===== config.mk =====
export PLATFORM = sky130hd
export DESIGN_NAME = pipeline_hazard_ctrl
export DESIGN_NICKNAME = d
export VERILOG_FILES = /design/src/rtl/pipeline_hazard_ctrl.sv
export SDC_FILE = /design/constraint.sdc
export NUM_CORES = 1
export LEC_CHECK = 0
export ABC_AREA = 1
export CAP_MARGIN = 20
export CORE_MARGIN = 2
export CORE_UTILIZATION = 40
export CTS_CLUSTER_SIZE = 14
export DETAILED_ROUTE_END_ITERATION = 10
export GPL_TIMING_DRIVEN = 1
export MAX_ROUTING_LAYER = met4
export PLACE_DENSITY = 0.79
export REMOVE_ABC_BUFFERS = 1
export SYNTH_ARGS = -nofsm -noshare
export SYNTH_HDL_FRONTEND = slang
export SYNTH_SLANG_ARGS = --single-unit

===== constraint.sdc =====
create_clock -name clk_i -period 2.55 [get_ports clk_i]
set_input_delay 0.51 -clock clk_i [delete_from_list [all_inputs] [get_ports clk_i]]
set_output_delay 0.51 -clock clk_i [all_outputs]
set_load 0.1 [all_outputs]

===== src/rtl/pipeline_hazard_ctrl.sv =====
// Stall/flush sequencer for the 5-stage pipeline: load-use bubbles, taken-branch flushes, multi-cycle dmem holds.
// Control outputs are combinational from state/flush_pend/inputs; state, stall counter and timeout flag are registered.
module pipeline_hazard_ctrl #(
   parameter int CNT_W   = 16,
   parameter int TIMEOUT = 64
) (
   input  logic             clk_i,
   input  logic             rst_i,
   input  logic             idex_memread_i,
   input  logic [4:0]       idex_rt_i,
   input  logic [4:0]       ifid_rs_i,
   input  logic [4:0]       ifid_rt_i,
   input  logic             ifid_uses_rt_i,
   input  logic             branch_taken_i,
   input  logic             dmem_req_i,
   input  logic             dmem_ack_i,
   output logic             pc_stall_o,
   output logic             ifid_stall_o,
   output logic             idex_stall_o,
   output logic             exmem_stall_o,
   output logic             ifid_flush_o,
   output logic             idex_flush_o,
   output logic             memwb_bubble_o,
   output logic [1:0]       state_o,
   output logic [CNT_W-1:0] stall_cnt_o,
   output logic             err_o
);

   localparam int WAIT_W = (TIMEOUT > 1) ? $clog2(TIMEOUT) : 1;
   localparam logic [WAIT_W-1:0] WAIT_LAST = WAIT_W'(TIMEOUT - 1);

   typedef enum logic [1:0] {
      ST_RUN      = 2'd0,
      ST_MEM_WAIT = 2'd1
   } state_t;

   state_t            state_q, state_d;
   logic              flush_pend_q, flush_pend_d;
   logic [WAIT_W-1:0] wait_q, wait_d;
   logic [CNT_W-1:0]  stall_cnt_q, stall_cnt_d;
   logic              err_q, err_d;

   logic memstall;
   logic flush_req;
   logic load_use;
   logic rs_match;
   logic rt_match;

   assign memstall  = dmem_req_i & ~dmem_ack_i;
   assign flush_req = ~memstall & (branch_taken_i | flush_pend_q);
   assign rs_match  = (idex_rt_i == ifid_rs_i);
   assign rt_match  = ifid_uses_rt_i & (idex_rt_i == ifid_rt_i);
   // Branch flush outranks load-use: the stalled instruction is being squashed anyway.
   assign load_use  = ~memstall & ~flush_req & idex_memread_i &
                      (idex_rt_i != 5'd0) & (rs_match | rt_match);

   always_comb begin
      pc_stall_o     = 1'b0;
      ifid_stall_o   = 1'b0;
      idex_stall_o   = 1'b0;
      exmem_stall_o  = 1'b0;
      ifid_flush_o   = 1'b0;
      idex_flush_o   = 1'b0;
      memwb_bubble_o = 1'b0;
      if (!rst_i) begin
         pc_stall_o     = memstall | load_use;
         ifid_stall_o   = memstall | load_use;
         idex_stall_o   = memstall;
         exmem_stall_o  = memstall;
         ifid_flush_o   = flush_req;
         idex_flush_o   = flush_req | load_use;
         memwb_bubble_o = memstall;
      end
   end

   always_comb begin
      state_d      = memstall ? ST_MEM_WAIT : ST_RUN;
      flush_pend_d = flush_pend_q;
      if (memstall && branch_taken_i) begin
         flush_pend_d = 1'b1;
      end else if (flush_req) begin
         flush_pend_d = 1'b0;
      end

      // Wait counter rests at zero in RUN so entry to MEM_WAIT starts from 0; it parks at the last value.
      wait_d = wait_q;
      if (state_q == ST_RUN) begin
         wait_d = '0;
      end else if (wait_q != WAIT_LAST) begin
         wait_d = wait_q + WAIT_W'(1);
      end

      err_d = err_q;
      if (state_q == ST_MEM_WAIT && wait_q == WAIT_LAST && !dmem_ack_i) begin
         err_d = 1'b1;
      end

      stall_cnt_d = stall_cnt_q;
      if (pc_stall_o && stall_cnt_q != {CNT_W{1'b1}}) begin
         stall_cnt_d = stall_cnt_q + CNT_W'(1);
      end
   end

   always_ff @(posedge clk_i) begin
      if (rst_i) begin
         state_q      <= ST_RUN;
         flush_pend_q <= 1'b0;
         wait_q       <= '0;
         stall_cnt_q  <= '0;
         err_q        <= 1'b0;
      end else begin
         state_q      <= state_d;
         flush_pend_q <= flush_pend_d;
         wait_q       <= wait_d;
         stall_cnt_q  <= stall_cnt_d;
         err_q        <= err_d;
      end
   end

   assign state_o     = state_q;
   assign stall_cnt_o = stall_cnt_q;
   assign err_o       = err_q;

endmodule


==> flow_summary_export.csv <==
group,metric,value,unit
run_status,status,"finished clean",
hold_path,hp-class,"reg2reg",
cts,cts_buffer_depth,2,
logic_synthesis,syn_inst,258,
sta,grt_setup_unrepaired,"no",
worst_setup_path,crit_path_end_kind,"output port",
sta,finalSetupViolations,0,
sta,finalWorstSetupSlack,104.0,ps
finish,fin_area,2133,sq um
sta,timing.final.crit_share,95.92,%
cts,cts-root-buf,"clkbuf_8",
cts,ctsResizeCount,0,
worst_setup_path,critPathMaxFanout,3,
worst_setup_path,cp-start-kind,"input pin",
logic_synthesis,ys_seq_elements,25,
cts,clk_latency,270,ps
floorplanning,num_rows,22,
floorplanning,initial_core_util,42.53,%
routing,firstDrtPassIters,4,
sta,fin_crit,2446,ps
cts,cts_buffers,3,
worst_setup_path,regToRegEndpoint,"stall_cnt_o[13]$_SDFFE_PP0P_",
logic_synthesis,synth_cell_types,26,
routing,ant_nets,0,
cts,cts_tree,"yes",
sta,finalHoldViolations,0,
sta,drv_slew,0,
global_routing,antenna_found_initial,0,
floorplanning,die-area,4470,sq um
power,p_int,0.0005860,W
hold_path,hold_depth,2,
cts,htree_num_levels,1,
floorplanning,die_width,66.86,microns
power,pwr-share-seq,47.1,%
power,comb_power_share,25.2,%
place,hpwl,2613,microns
power,irDropWorstVdd,191.5,uV
cts,clk_pin_slew,80,ps
finish,drive_above_1_share,14.47,%
worst_setup_path,cp_data_required_time,2040,ps
place,portBuffers,46,
worst_setup_path,arrival,1940,ps
sta,skew,15.54,ps
power,leakagePower,1.066,nW
logic_synthesis,syn-mean-instance-area,6.125,sq um
power,cellPowerDensity,402.8,nW/um^2
worst_setup_path,r2r_cells,8,
cts,clock_sinks,25,
cts,cts_hold_buf,0,
worst_setup_path,r2r_slack,630,ps
global_routing,grt_max_degree,24,
global_routing,grt_pass1_wl,5934,microns
sta,clock.fmax,0.4088,GHz
routing,drtIter0Drc,100,
logic_synthesis,netlist_area,1580,sq um
logic_synthesis,ys_warn_count,0,
floorplanning,core-area,3716,sq um
power,p_clk_share,27.7,%
routing,wl_per_cell,9.270,microns
worst_setup_path,r2r_start,"stall_cnt_o[0]$_SDFFE_PP0P_",
place,place_inst,348,
routing,drt-total-wl,3263,microns
worst_setup_path,critical_path_class,"in2out",
global_routing,globalRouteOverflowTotal,0,
place,dp_slack,125.9,ps
worst_setup_path,cp-endpoint,"idex_flush_o",
place,placed_area,2085,sq um
routing,via_count,1605,
logic_synthesis,synth_seq_area_share,31.67,%
routing,drc_errors,0,
finish,areaGrowthSynthToFinish,35.00,%
finish,stdcell_count,352,
global_routing,grtUsageTotal,16.93,%
routing,via_per_inst,4.560,
global_routing,grt_pass1_vias,1500,
finish,antenna_cells,0,
cts,cts_setup_buffers,0,
flow_run,drv_cap,0,
power,power.switching,0.0002732,W
worst_setup_path,cp-startpoint,"idex_rt_i[0]",
floorplanning,fp.dieH,66.86,microns
floorplanning,pin_count,48,
finish,fin_nets,329,
place,routabilityCongestion,0.8022,
power,swShare,31.80,%
==> registers in the layout, indices dropped and copies added, names as in the netlist <==
| register | cells |
|---|---|
| err_o | 1 |
| flush_pend_q | 1 |
| stall_cnt_o | 16 |
| state_o | 1 |
| wait_q | 6 |
==> synthesized netlist by cell type (all sizes together) <==
library cell	instances	share of area, %
a21oi	16	5.1
a31oi	1	0.40
buf	8	4.5
conb	1	0.24
dfxtp	25	32
ha	2	1.6
inv	41	9.7
nand2	78	19
nand3	21	7.0
nand3b	1	0.48
nand4	6	2.8
nor2	45	11
nor3	1	0.32
nor3b	1	0.48
o21ai	4	1.3
or2	1	0.40
xnor2	2	1.1
xor2	4	2.2
==> worst max-delay path, stage by stage <==
cell	delay, ps
clkdlybuf4s50_1	520
inv_1	80
nand2_1	60
nand2_1	50
nor2_1	110
nand3_1	70
nand2_1	70
nand2_2	60
o21ai_0	160
buf_12	230
==> power groups by stage <==
stage	logic, W	registers [W]	clock network, W
3_3_place_gp	0.000216	0.000414	0
3_5_place_dp	0.000217	0.000414	0
6_report	0.000217	0.000405	0.000238
5_1_grt	0.000233	0.000406	0.000259
2_1_floorplan	0.0000972	0.000449	0
4_1_cts	0.000218	0.000405	0.000242
==> stage by stage <==
step                      setup TNS (ps)  power (W)  hold slack [ps]  utilization [%]
after floorplan                   -74530  0.0005462            456.3                -
final                                  0  0.0008593            463.2            57.41
after global placement                 0  0.0006293            445.5            56.09
after detailed placement               0  0.0006314            460.0            56.09
after global routing                   0  0.0008979            503.6            57.41
after CTS                              0  0.0008649            472.4            57.41
==> area by class of cell <==
class / instances / area [sq um]
fillers: 376 / 1583
multi-input cells: 184 / 854.6
repair buffers: 50 / 515.5
flip-flops and latches: 25 / 500.5
inverters: 41 / 153.9
well taps: 48 / 60.06
clock buffers: 3 / 41.29
clock inverters: 1 / 7.507
==> worst min path at each step <==
| stage | from | to | slack [ps] |
|---|---|---|---|
| after global placement | err_o$_SDFFE_PP0P_ | err_o$_SDFFE_PP0P_ | 450 |
| after global routing | err_o$_SDFFE_PP0P_ | err_o$_SDFFE_PP0P_ | 500 |
| after detailed placement | err_o$_SDFFE_PP0P_ | err_o$_SDFFE_PP0P_ | 460 |
| final | err_o$_SDFFE_PP0P_ | err_o$_SDFFE_PP0P_ | 460 |
| after floorplan | wait_q[1]$_SDFFE_PP0P_ | wait_q[1]$_SDFFE_PP0P_ | 460 |
| after CTS | err_o$_SDFFE_PP0P_ | err_o$_SDFFE_PP0P_ | 470 |
==> cells by family (layout without fill, tap and decap cells) <==
| logic type | count (synthesis) | after routing | synth area share [%] |
|---|---|---|---|
| other | 1 | 1 | 0.2373 |
| buffers and inverters | 49 | 95 | 14.25 |
| AND/OR/NAND/NOR | 154 | 154 | 42.20 |
| AO/OA/AOI/OAI | 21 | 21 | 6.731 |
| flip-flops | 25 | 25 | 31.67 |
| XOR/XNOR | 6 | 6 | 3.325 |
| adder cells (fa/ha/maj) | 2 | 2 | 1.583 |
==> routing by layer <==
metal | global-route usage [%] | wire (microns) | up-vias
li1 | - | - | 879
met1 | 21.28 | 1556 | 684
met2 | 28.13 | 1511 | 38
met3 | 3.041 | 157 | 4
met4 | 4.337 | 37 | 0
met5 | - | 0 | -
==> layout by cell type (no fill, tap or decap) <==
cell,netlist,final
a21oi_1,16,16
a31oi_1,1,1
buf_12,0,7
buf_4,5,22
clkbuf_8,0,3
clkdlybuf4s50_1,0,21
clkinvlp_4,0,1
conb_1,1,1
dfxtp_1,25,25
ha_1,2,2
inv_1,39,39
inv_2,2,2
nand2_1,74,74
nand2_2,3,3
nand2_4,1,1
nand3_1,20,20
nand3_2,1,1
nand3b_1,1,1
nand4_1,5,5
nand4_2,1,1
nor2_1,43,43
nor2_2,1,1
nor2_4,1,1
nor3_1,1,1
nor3b_1,1,1
o21ai_0,4,4
or2_2,1,1
xnor2_1,2,2
xor2_1,4,4
Power figures use the tool's default switching activity.
